### src/rtl/hex_rate_counter_pkg.sv
// display_pkg: speed codes and divider period shared across the display path.
package display_pkg;
  localparam logic [1:0] SPD_FAST = 2'b00;
  localparam logic [1:0] SPD_1HZ  = 2'b01;
  localparam logic [1:0] SPD_HALF = 2'b10;
  localparam logic [1:0] SPD_QTR  = 2'b11;
  function automatic logic [31:0] period(input logic [1:0] s, input int unsigned f);
    return s == SPD_FAST ? 32'd1 : s == SPD_1HZ ? f : s == SPD_HALF ? 2 * f : 4 * f;
  endfunction
endpackage

### src/rtl/hex_rate_counter_if.sv
// hex_rate_counter_if: control inputs and digit/tick outputs of the hex rate counter.
interface hex_rate_counter_if;
  logic       enable;
  logic [1:0] speed;
  logic       up;
  logic       load;
  logic [7:0] load_val;
  logic [3:0] digit0;
  logic [3:0] digit1;
  logic       tick;
  modport master (output enable, speed, up, load, load_val, input digit0, digit1, tick);
  modport slave  (input enable, speed, up, load, load_val, output digit0, digit1, tick);
endinterface

### src/rtl/hex_rate_counter_rate_divider.sv
// rate_divider: down-counting divider emitting a step when a full period of enabled cycles elapses.
module rate_divider
  import display_pkg::*;
#(
  parameter int unsigned CLK_FREQ = 50_000_000
) (
  input  logic       clock,
  input  logic       resetn,
  input  logic       enable,
  input  logic [1:0] speed,
  input  logic       reload,
  output logic       step
);
  localparam int W = $clog2(4 * CLK_FREQ);
  logic [W-1:0] r_rd_cnt;
  logic [1:0]   r_spd_q;
  logic [W-1:0] w_top_new;
  logic [W-1:0] w_top_cur;
  assign w_top_new = W'(period(speed, CLK_FREQ) - 32'd1);
  assign w_top_cur = W'(period(r_spd_q, CLK_FREQ) - 32'd1);
  assign step = enable & ~reload & (speed == r_spd_q) & (r_rd_cnt == '0);
  always_ff @(posedge clock or negedge resetn)
    if (!resetn) begin
      r_rd_cnt <= '0;
      r_spd_q  <= SPD_FAST;
    end else if (reload || speed != r_spd_q) begin
      r_rd_cnt <= w_top_new;
      r_spd_q  <= speed;
    end else if (enable)
      r_rd_cnt <= r_rd_cnt == '0 ? w_top_cur : r_rd_cnt - W'(1);
endmodule

### src/rtl/hex_rate_counter.sv
// hex_rate_counter: two-digit hex counter advanced by rate_divider, feeding the 7-segment decoders.
module hex_rate_counter
  import display_pkg::*;
#(
  parameter int unsigned CLK_FREQ = 50_000_000
) (
  input logic clock,
  input logic resetn,
  hex_rate_counter_if.slave bus
);
  logic [7:0] r_count;
  logic       r_tick;
  logic       w_step;
  rate_divider #(.CLK_FREQ(CLK_FREQ)) u_div (
    .clock  (clock),
    .resetn (resetn),
    .enable (bus.enable),
    .speed  (bus.speed),
    .reload (bus.load),
    .step   (w_step)
  );
  always_ff @(posedge clock or negedge resetn)
    if (!resetn) begin
      r_count <= 8'h00;
      r_tick  <= 1'b0;
    end else begin
      r_count <= bus.load ? bus.load_val : w_step ? (bus.up ? r_count + 8'd1 : r_count - 8'd1) : r_count;
      r_tick  <= w_step;
    end
  assign bus.digit0 = r_count[3:0];
  assign bus.digit1 = r_count[7:4];
  assign bus.tick   = r_tick;
endmodule
### src/flat_wrapper.sv
// flat-port wrapper written by rule: the top's interface ports become plain ports
module hex_rate_counter_flat import display_pkg::*;
#(
  parameter int unsigned CLK_FREQ = 50_000_000
)
  (clock, resetn, bus_enable, bus_speed, bus_up, bus_load, bus_load_val, bus_digit0, bus_digit1, bus_tick);
  hex_rate_counter_if bus_i ();
  input logic clock;
  input logic resetn;
  input wire logic [$bits(bus_i.enable)-1:0] bus_enable;
  input wire logic [$bits(bus_i.speed)-1:0] bus_speed;
  input wire logic [$bits(bus_i.up)-1:0] bus_up;
  input wire logic [$bits(bus_i.load)-1:0] bus_load;
  input wire logic [$bits(bus_i.load_val)-1:0] bus_load_val;
  output wire logic [$bits(bus_i.digit0)-1:0] bus_digit0;
  output wire logic [$bits(bus_i.digit1)-1:0] bus_digit1;
  output wire logic [$bits(bus_i.tick)-1:0] bus_tick;
  assign bus_i.enable = bus_enable;
  assign bus_i.speed = bus_speed;
  assign bus_i.up = bus_up;
  assign bus_i.load = bus_load;
  assign bus_i.load_val = bus_load_val;
  assign bus_digit0 = bus_i.digit0;
  assign bus_digit1 = bus_i.digit1;
  assign bus_tick = bus_i.tick;
  hex_rate_counter #(.CLK_FREQ(CLK_FREQ)) u_core (.clock(clock), .resetn(resetn), .bus(bus_i));
endmodule
### config.mk
export PLATFORM = sky130hd
export DESIGN_NAME = hex_rate_counter_flat
export DESIGN_NICKNAME = d
export VERILOG_FILES = /design/src/rtl/hex_rate_counter_pkg.sv /design/src/rtl/hex_rate_counter_if.sv /design/src/rtl/hex_rate_counter_rate_divider.sv /design/src/rtl/hex_rate_counter.sv /design/src/flat_wrapper.sv
export SDC_FILE = /design/constraint.sdc
export NUM_CORES = 1
export LEC_CHECK = 0
export BUFFER_PORTS_ARGS = -buffer_cell sky130_fd_sc_hd__buf_2
export CAP_MARGIN = 40
export CORE_MARGIN = 4
export CORE_UTILIZATION = 45
export CTS_CLUSTER_DIAMETER = 120
export CTS_CLUSTER_SIZE = 16
export DETAILED_ROUTE_END_ITERATION = 10
export GPL_TIMING_DRIVEN = 1
export HOLD_SLACK_MARGIN = 0.15
export PLACE_DENSITY = 0.62
export SLEW_MARGIN = 5
export SYNTH_ARGS = -nofsm -noshare
export SYNTH_HDL_FRONTEND = slang
export SYNTH_SLANG_ARGS = --single-unit
### constraint.sdc
create_clock -name clock -period 4.19 [get_ports clock]
set_input_delay 0.419 -clock clock [delete_from_list [all_inputs] [get_ports clock]]
set_output_delay 0.419 -clock clock [all_outputs]
set_load 0.02 [all_outputs]
# Yosys cells after proc, flatten, opt, wreduce, memory -nomap -nowiden
# Cells that the tools add are included.
# totals
ff_bits	39
out_inout_bits	9
# op_classes
muxes	12
n_eq_ne	6
n_addsub	5
n_reduce_logical	6
bitwise_logic	4
# op_table
operator	count
28-bit two-way mux	9
28-bit by 1-bit subtractor with 28-bit output, second input constant	3
28-bit logical NOT	1
8-bit two-way mux	3
8-bit by 1-bit adder with 8-bit output, second input constant	1
8-bit by 1-bit subtractor with 8-bit output, second input constant	1
2-bit by 1-bit equality test with 1-bit output, second input constant	2
2-bit equality test, second input constant	2
2-bit logical NOT	2
2-bit nonzero test	2
1-bit bitwise AND	3
2-bit equality test	1
2-bit != test	1
1-bit logical OR	1
1-bit NOT	1

# Logic depth before layout (Yosys ltp)
# Gate-level depths: netlist of the first run.
# depth
word_depth	8
mapped_depth	14

# Modules after synthesis
# From an unflattened synthesis of the first run, not the netlist that was laid out.
# hier_totals
hier_cells	363
area_unflattened_um2	3037.9
# modules_own_cells
mod	cells_per_inst	seq_area_each_um2	area_each_um2	instances
rate_divider	287	750.7	2347.3	1
hex_rate_counter	76	225.2	690.7	1

# Worst setup path after synthesis of the first run
# No wires, ideal clock.
# synth_path
path_type	input-to-reg
start	input port bus_load
end	register u_core.u_div.r_rd_cnt[14]
path_slack_ns	0.592
arrival_time_ns	3.516
n_path_buf	5
cell_stages	14
required_time_ns	4.108
path_cell_list	clkbuf_1 -> nor3_2 -> clkbuf_1 -> clkbuf_1 -> nand2_1 -> o22ai_1 -> ha_1 -> clkbuf_1 -> nand2_1 -> or4b_1 -> buf_6 -> or3_4 -> o2bb2ai_1 -> a31oi_1
# synth_via
elab_chain_cells	2
elab_cells_between_ends	3
cone_classes	1 x mux; 2 x reduce/logical
# synth_rtl
item	line	source
start: declaration	flat_wrapper.sv:13	input wire logic [$bits(bus_i.load)-1:0] bus_load;
1-bit logical OR (*)	hex_rate_counter_rate_divider.sv:26	end else if (reload || speed != r_spd_q) begin
28-bit two-way mux / 2-bit nonzero test (equally long branches)	-	
end signal: assignment	hex_rate_counter_rate_divider.sv:27	r_rd_cnt <= w_top_new;
end signal: assignment	hex_rate_counter_rate_divider.sv:30	r_rd_cnt <= r_rd_cnt == '0 ? w_top_cur : r_rd_cnt - W'(1);
end: declaration	hex_rate_counter_rate_divider.sv:15	logic [W-1:0] r_rd_cnt;
# Every way passes the cells marked *; elsewhere a longest branch is shown, timed or not.
# A chain may end at the register's enable or synchronous reset.

# Worst setup path after layout of the first run
# layout_path
start	register u_core.u_div.r_spd_q[0]
end	register u_core.u_div.r_rd_cnt[14]
# layout_via
elab_chain_cells	8
elab_cells_between_ends	13
cone_classes	1 x add/sub; 3 x eq/ne; 6 x mux; 3 x reduce/logical
# layout_rtl
item	line	source
start: declaration	hex_rate_counter_rate_divider.sv:16	logic [1:0] r_spd_q;
start signal: assignment	hex_rate_counter_rate_divider.sv:28	r_spd_q <= speed;
2-bit equality test	hex_rate_counter_pkg.sv:8	return s == SPD_FAST ? 32'd1 : s == SPD_1HZ ? f : s == SPD_HALF ? 2 * f : 4 * f;
28-bit two-way mux (3 in series)	hex_rate_counter_pkg.sv:8	
28-bit by 1-bit subtractor with 28-bit output	hex_rate_counter_rate_divider.sv:20	assign w_top_cur = W'(period(r_spd_q, CLK_FREQ) - 32'd1);
28-bit two-way mux	hex_rate_counter_rate_divider.sv:30	
28-bit two-way mux	hex_rate_counter_rate_divider.sv:29	end else if (enable)
28-bit two-way mux	hex_rate_counter_rate_divider.sv:26	
# Parallel ways exist; a longest one is shown, timed or not. The select of a mux whose other input is x is not followed.

==> run_results.csv, run 1 <==
group,metric,value,unit
placed_design,place.gp.congestion,0.868,
placed_design,pre_cts_slack,0.623,ns
synth,ys_ff_latch,39,
cells_and_area,final_nets,384,
timing,clock_skew,0.00205,ns
floorplanning,core_area,6030,um2
cells_and_area,final_util,52.3,%
detailed_routing,drcViolationCount,0,
cells_and_area,regArea,976,um2
status,status,"completed",
cts,root_buffer,"clkbuf_8",
floorplanning,pin_count,24,
synth,ys.warnings.count,0,
detailed_routing,vias,2566,
timing,setup_ws,0.724,ns
timing,final-hold-violation-count,0,
cts,postCtsSetupBuffers,0,
synth,synthArstFlopShare,100,%
cells_and_area,fill_cells,588,
worst_setup_path,startpoint_type,"flop",
cts,cts-htree-levels,2,
cts,clkSlewWorstSetupHoldPaths,0.08,ns
floorplanning,dieWidth,87.5,um
timing,rsz0062_at_grt,"false",
timing,max-slew-margin-rel,53.4,%
worst_setup_path,crit_buf_inv,0,
placed_design,portBuffers,23,
cells_and_area,final_cell_area,3150,um2
timing,post-route-min-period,3.47,ns
detailed_routing,wire_per_inst,17.0,um
placed_design,dp_hpwl,5.47,mm
synth,synth_area_leader_cell,"dfrtp_1",
worst_setup_path,crit_type,"flop to flop",
cells_and_area,num_antenna_cells,0,
detailed_routing,routed_wl,7.26,mm
timing,tns,0,ns
synth,synth_fp_nets,364,
floorplanning,die_h,87.5,um
synth,syn_area,2840,um2
cells_and_area,final_common_cell,"dfrtp_1",
floorplanning,rows,28,
synth,synth_edf_count,0,
synth,ys_seq_area_share,34.3,%
worst_setup_path,cp-end-kind,"flop",
cells_and_area,final_cell_mix,"39 x dfrtp_1, 29 x nand2_1, 24 x inv_1, 24 x nor2_1",
floorplanning,start_util,47.2,%
floorplanning,die-area,7660,um2
synth,synth.avg_cell_area,8.57,um2
worst_setup_path,worstPathArrival,3.68,ns
grt,grt_usage,20.1,%
worst_setup_path,crit_family,"simple AND/OR/NAND/NOR gates",
timing,finalSetupViolCount,0,
cells_and_area,area_growth,10.8,%
grt,grt_pass1_wl,12.1,mm
cts,clock_path_buffers,2,
synth,ys.flop_type,"dfrtp_1",
grt,antenna_found_initial,0,
worst_setup_path,cp_max_fo,20,
placed_design,dpl-instance-area,3040,um2
cts,numClockSinks,39,
worst_setup_path,worstPathRequired,4.40,ns
grt,gr-total-overflow,0,
cts,numCtsBuffers,5,
cells_and_area,drive_gt1_share,13.3,%
pwr,p_per_area,341,nW/um2
grt,grt_pass1_vias,2322,
worst_hold_path,hp-class,"input port to flop",
detailed_routing,drt_iter0_drc,260,
pwr,p_leak,1.29,nW
timing,fmax,288,MHz
job,drv_cap,0,
cells_and_area,multiInputGateArea,1700,um2
synth,ys_types,63,
detailed_routing,dr.pass1.iters,4,
worst_setup_path,crit_slowest_cell,"or4b_1",
synth,netlist_instances,332,
pwr,peakVddDrop,0.000161,V
grt,grt_max_degree,26,
detailed_routing,via_per_inst,6.00,
timing,whs,0.307,ns
worst_setup_path,path_cells,"xor2_1 -> or3_1 -> or2b_1 -> a22oi_2 -> or4b_1 -> or3_4 -> o2bb2ai_1 -> a31oi_1",
cts,cts_tree,"yes",
worst_setup_path,critPathMaxStageDelay,0.69,ns
cts,insertion_delay,0.29,ns
synth,synth_area_leaders,"dfrtp_1 34%, ha_1 7.0%, a21oi_1 4.0%",
timing,finalMaxSlewViolations,0,
detailed_routing,ant_nets,0,
synth,synth_top_area_share,34.3,%
timing,final.period_utilization,82.7,%
timing,worst_pin_slew,0.693,ns
==> per-stage QoR <==
step	power, mW	instances
after global placement	0.784	418
after CTS	1.08	428
after global routing	1.15	428
after floorplan	0.700	332
final	1.07	428
after detailed placement	0.792	419
==> sequential cells by signal (all words and copies together) (netlist names) <==
register               count
u_core.u_div.r_rd_cnt     28
u_core.r_count             8
u_core.u_div.r_spd_q       2
u_core.bus.tick            1
==> power by group <==
part | total [mW] | switching [mW] | internal, mW
combinational | 0.294 | 0.176 | 0.119
sequential | 0.494 | 0.0646 | 0.430
clock | 0.286 | 0.135 | 0.150
total | 1.07 | 0.376 | 0.699
==> final timing paths <==
check | end | start | slack, ns | cells past startpoint
min | u_core.u_div.r_spd_q[1]$_DFFE_PN0P_ | bus_speed[1] | 0.31 | 1
min reg2reg | u_core.u_div.r_rd_cnt[26]$_DFFE_PN0P_ | u_core.u_div.r_rd_cnt[26]$_DFFE_PN0P_ | 0.53 | 2
max | u_core.u_div.r_rd_cnt[14]$_DFFE_PN0P_ | u_core.u_div.r_spd_q[0]$_DFFE_PN0P_ | 0.72 | 8
max in group asynchronous | u_core.u_div.r_rd_cnt[4]$_DFFE_PN0P_ | resetn | 3.15 | 3
min in group asynchronous | u_core.u_div.r_rd_cnt[19]$_DFFE_PN0P_ | resetn | 0.57 | 2
max reg2reg | u_core.u_div.r_rd_cnt[14]$_DFFE_PN0P_ | u_core.u_div.r_spd_q[0]$_DFFE_PN0P_ | 0.72 | 8
==> layer usage <==
metal / track usage (%) / share of wire, %
met1: 31.5 / 49
met3: 3.50 / 4.9
met2: 28.6 / 45
met5: 0 / 0
met4: 4.46 / 0.96
==> what timing repair did <==
| item | in CTS | in global routing |
|---|---|---|
| hold endpoints to repair | 14 | 0 |
| hold buffers | 1 | 0 |
| resized for setup | 0 | 0 |
==> cells in the mapped netlist (all sizes together) (2+ instances only) <==
cell type	instances
o21ai	22
a31oi	4
nor2	24
a21o	3
o31ai	8
o221ai	3
a32o	2
inv	24
and2	2
nor3	17
o21a	3
a221oi	2
mux2i	2
ha	16
o22ai	5
o21bai	2
nor4	12
o211a	2
xor2	9
nor4b	2
or3	8
nand3	4
a211oi	2
o41ai	3
xnor2	8
buf	4
nand2	29
clkbuf	14
o31a	3
and4b	2
dfrtp	39
a21oi	23
o221a	2
a22oi	2
nand4	6
==> cell type report <==
type	count	share of cell area [%]
timing repair buffer	31	6.04
clock buffer	8	3.18
tap	75	2.98
multi-input combinational	250	53.9
sequential	39	31.0
inverter	25	2.98
==> cells by family (layout without fill, tap and decap cells) <==
kind of cell / after synthesis / count (layout) / share of synthesized area, %
buffers and inverters: 43 / 64 / 6.25
adder cells (fa/ha/maj): 17 / 17 / 7.74
multiplexers: 3 / 3 / 1.10
flip-flops: 39 / 39 / 34.3
AO/OA/AOI/OAI: 101 / 101 / 24.5
AND/OR/NAND/NOR: 112 / 112 / 20.9
XOR/XNOR: 17 / 17 / 5.24
Power figures use the tool's default switching activity.
==> run 2, diff against run 1 <==
ABC_AREA = 1   (was not set)
PLACE_DENSITY = 0.64   (was 0.62)
clock period = 2.93 ns   (was 4.19 ns; I/O delays follow)
==> run 2 against run 1 <==
Synthesized area grew 21%. Die area rose by 19%. Sequential power increased by 37%. Wire length grew 28%. Clock power is 60% higher. Cell area rose by 21%. Clock-buffer cell count down 3. First-iteration DRC count increased by 2.7%. Hold slack got worse by 0.13 ns. Sequential share of layout area down 5.3 points. Largest power group unchanged.
==> run_results.csv, run 2 <==
group,metric,value,unit
grt,grt_max_degree,38,
pwr,p_leak,1.97,nW
placed_design,place.gp.congestion,0.941,
cells_and_area,final_cells,630,
worst_setup_path,cp-end-kind,"flop",
worst_setup_path,r2r_end,"u_core.u_div.r_rd_cnt[27]$_DFFE_PN0P_",
worst_setup_path,crit_path_frequent_cell,"nand3_1",
cts,numClockSinks,39,
worst_setup_path,crit_end,"u_core.u_div.r_rd_cnt[27]$_DFFE_PN0P_",
synth,synth_most_common_cell,"nand2_1",
cells_and_area,final_common_cell,"nand2_1",
timing,finalMaxSlewViolations,0,
detailed_routing,drt_iter0_drc,267,
worst_setup_path,crit_type,"flop to flop",
floorplanning,die-area,9110,um2
timing,finalSetupViolCount,0,
timing,rsz0062_at_grt,"false",
cts,cts-htree-levels,2,
timing,clock_skew,0.0101,ns
worst_setup_path,ff2ff_path_depth,13,
synth,ys_types,42,
cells_and_area,top_register,"u_core.u_div.r_rd_cnt",
grt,grt_usage,22.3,%
worst_setup_path,rrSetupSlack,0.26,ns
worst_setup_path,crit_slowest_cell,"dfrtp_1",
cells_and_area,largest_register_ffs,28,
timing,post-route-min-period,2.67,ns
synth,ys.flop_type,"dfrtp_1",
cts,clkSlewWorstSetupHoldPaths,0.08,ns
synth,synth_area_leader_cell,"dfrtp_1",
floorplanning,die_h,95.4,um
floorplanning,start_util,46.9,%
worst_hold_path,hp-class,"input port to flop",
floorplanning,dieWidth,95.4,um
worst_setup_path,path_depth,13,
worst_setup_path,path_cells,"xnor2_2 -> nand2_4 -> inv_4 -> buf_4 -> nor2_1 -> inv_2 -> o21ai_0 -> inv_1 -> nand3_1 -> nor2_1 -> nand3_1 -> nand3_1 -> nand2_1",
floorplanning,rows,31,
timing,tns,0,ns
status,status,"completed",
worst_setup_path,crit_buf_inv,4,
worst_setup_path,startpoint_type,"flop",
detailed_routing,ant_nets,0,
detailed_routing,routed_wl,9.25,mm
timing,whs,0.178,ns
grt,gr-total-overflow,0,
cells_and_area,drive_gt1_share,21.1,%
synth,synth_fp_nets,536,
synth,synth.avg_cell_area,6.83,um2
cells_and_area,num_antenna_cells,0,
synth,synthArstFlopShare,100,%
grt,antenna_found_initial,0,
detailed_routing,via_per_inst,5.06,
synth,ys_seq_area_share,28.4,%
floorplanning,pin_count,24,
synth,synth_top_area_share,28.4,%
worst_setup_path,worstPathArrival,2.86,ns
synth,synth_edf_count,0,
cts,clock_path_buffers,2,
grt,grt_pass1_vias,3020,
synth,synth_area_leaders,"dfrtp_1 28%, nand2_1 15%, nand3_1 6.8%",
synth,ys.warnings.count,0,
cells_and_area,top_regs,"u_core.u_div.r_rd_cnt: 28 flops, u_core.r_count: 8 flops, u_core.u_div.r_spd_q: 2 flops",
timing,fmax,375,MHz
grt,grt_pass1_wl,15.5,mm
cts,cts_tree,"yes",
placed_design,portBuffers,23,
worst_setup_path,r2r_start,"u_core.u_div.r_spd_q[1]$_DFFE_PN0P_",
job,drv_cap,0,
timing,max-slew-margin-rel,55.8,%
detailed_routing,wire_per_inst,14.7,um
placed_design,dp_hpwl,7.34,mm
placed_design,placedCellCount,620,
worst_setup_path,worstPathRequired,3.13,ns
worst_setup_path,critPathMaxStageDelay,0.45,ns
detailed_routing,dr.pass1.iters,5,
detailed_routing,drcViolationCount,0,
synth,syn_area,3440,um2
cts,root_buffer,"clkbuf_8",
worst_setup_path,cp_max_fo,19,
worst_setup_path,crit_family,"simple AND/OR/NAND/NOR gates",
cells_and_area,final_nets,563,
synth,ys_ff_latch,39,
timing,final-hold-violation-count,0,
worst_setup_path,crit_start,"u_core.u_div.r_spd_q[1]$_DFFE_PN0P_",
cells_and_area,final_util,51.8,%
floorplanning,core_area,7330,um2
cells_and_area,final_cell_mix,"134 x nand2_1, 57 x inv_1, 53 x nor2_1",
timing,final.period_utilization,91.1,%
cells_and_area,area_growth,10.4,%
cts,insertion_delay,0.30,ns
synth,netlist_instances,504,
cts,numCtsBuffers,5,
synth,synthTopCellsByCount,"134 x nand2_1, 57 x inv_1, 53 x nor2_1",
detailed_routing,vias,3190,
pwr,p_per_area,474,nW/um2
pwr,peakVddDrop,0.000219,V
timing,worst_pin_slew,0.662,ns
## run 2: changes by cell type in the layout (fill, tap and decap cells not counted), sizes merged, moves of 15 or more
cell,change
nand2,+126
inv,+55
nand3,+51
nor2,+48
a21oi,-17
nor3,-15
## run 2: worst min-delay path by stage
stage / startpoint / endpoint / slack, ns / cells past startpoint
global placement: u_core.u_div.r_rd_cnt[27]$_DFFE_PN0P_ / u_core.u_div.r_rd_cnt[27]$_DFFE_PN0P_ / 0.47 / 2
CTS: bus_speed[0] / u_core.u_div.r_spd_q[0]$_DFFE_PN0P_ / 0.17 / 1
finish: bus_speed[0] / u_core.u_div.r_spd_q[0]$_DFFE_PN0P_ / 0.18 / 1
detailed placement: resetn / u_core.u_div.r_rd_cnt[11]$_DFFE_PN0P_ / 0.22 / 1
global route: bus_speed[0] / u_core.u_div.r_spd_q[0]$_DFFE_PN0P_ / 0.17 / 1
floorplan: resetn / u_core.bus.tick$_DFF_PN0_ / -0.003 / 0
## run 2: logic make-up (layout without fill, tap and decap cells)
kind of cell,count (synthesis),count (layout),synth area share (%)
AO/OA/AOI/OAI,53,53,8.87
XOR/XNOR,9,9,2.51
adder cells (fa/ha/maj),17,17,6.40
buffers and inverters,94,121,11.2
flip-flops,39,39,28.4
AND/OR/NAND/NOR,292,292,42.6
## run 2: cell type report
type / instances / area, um2
Clock buffer: 5 / 68.8
Timing Repair Buffer: 32 / 198
Tap cell: 99 / 124
Sequential cell: 39 / 976
Clock inverter: 2 / 37.5
Fill cell: 762 / 3530
Inverter: 82 / 310
Multi-Input combinational cell: 371 / 2080
## run 2: layer usage
| layer | part of all wire (%) | global-route usage, % | vias to the layer above |
|---|---|---|---|
| li1 | - | - | 1634 |
| met2 | 43 | 33.2 | 92 |
| met5 | 0 | 0 | - |
| met3 | 5.1 | 2.68 | 13 |
| met4 | 1.2 | 5.45 | 0 |
| met1 | 51 | 34.1 | 1451 |
## run 2: through the flow
| stage | setup WS (ns) | cell area (um2) | power, mW |
|---|---|---|---|
| global route | 0.0311 | 3800 | 1.93 |
| CTS | 0.232 | 3770 | 1.81 |
| global placement | 0.264 | 3640 | 1.34 |
| floorplan | 0.644 | 3440 | 1.17 |
| finish | 0.262 | 3800 | 1.80 |
| detailed placement | 0.247 | 3660 | 1.34 |
## run 2: what timing repair did
action | CTS | global route
resized for setup | 0 | 2
setup buffers | 0 | 2
endpoints found under the hold margin | 12 | 0
endpoints found under the setup margin | 0 | 7
hold buffers | 1 | 0
## run 2: power by group
part	total (mW)	switching (mW)	leakage, nW	internal [mW]
Sequential	0.675	0.0544	0.459	0.620
Clock	0.459	0.210	0.0502	0.249
Combinational	0.667	0.450	1.46	0.218
Total	1.80	0.714	1.97	1.09
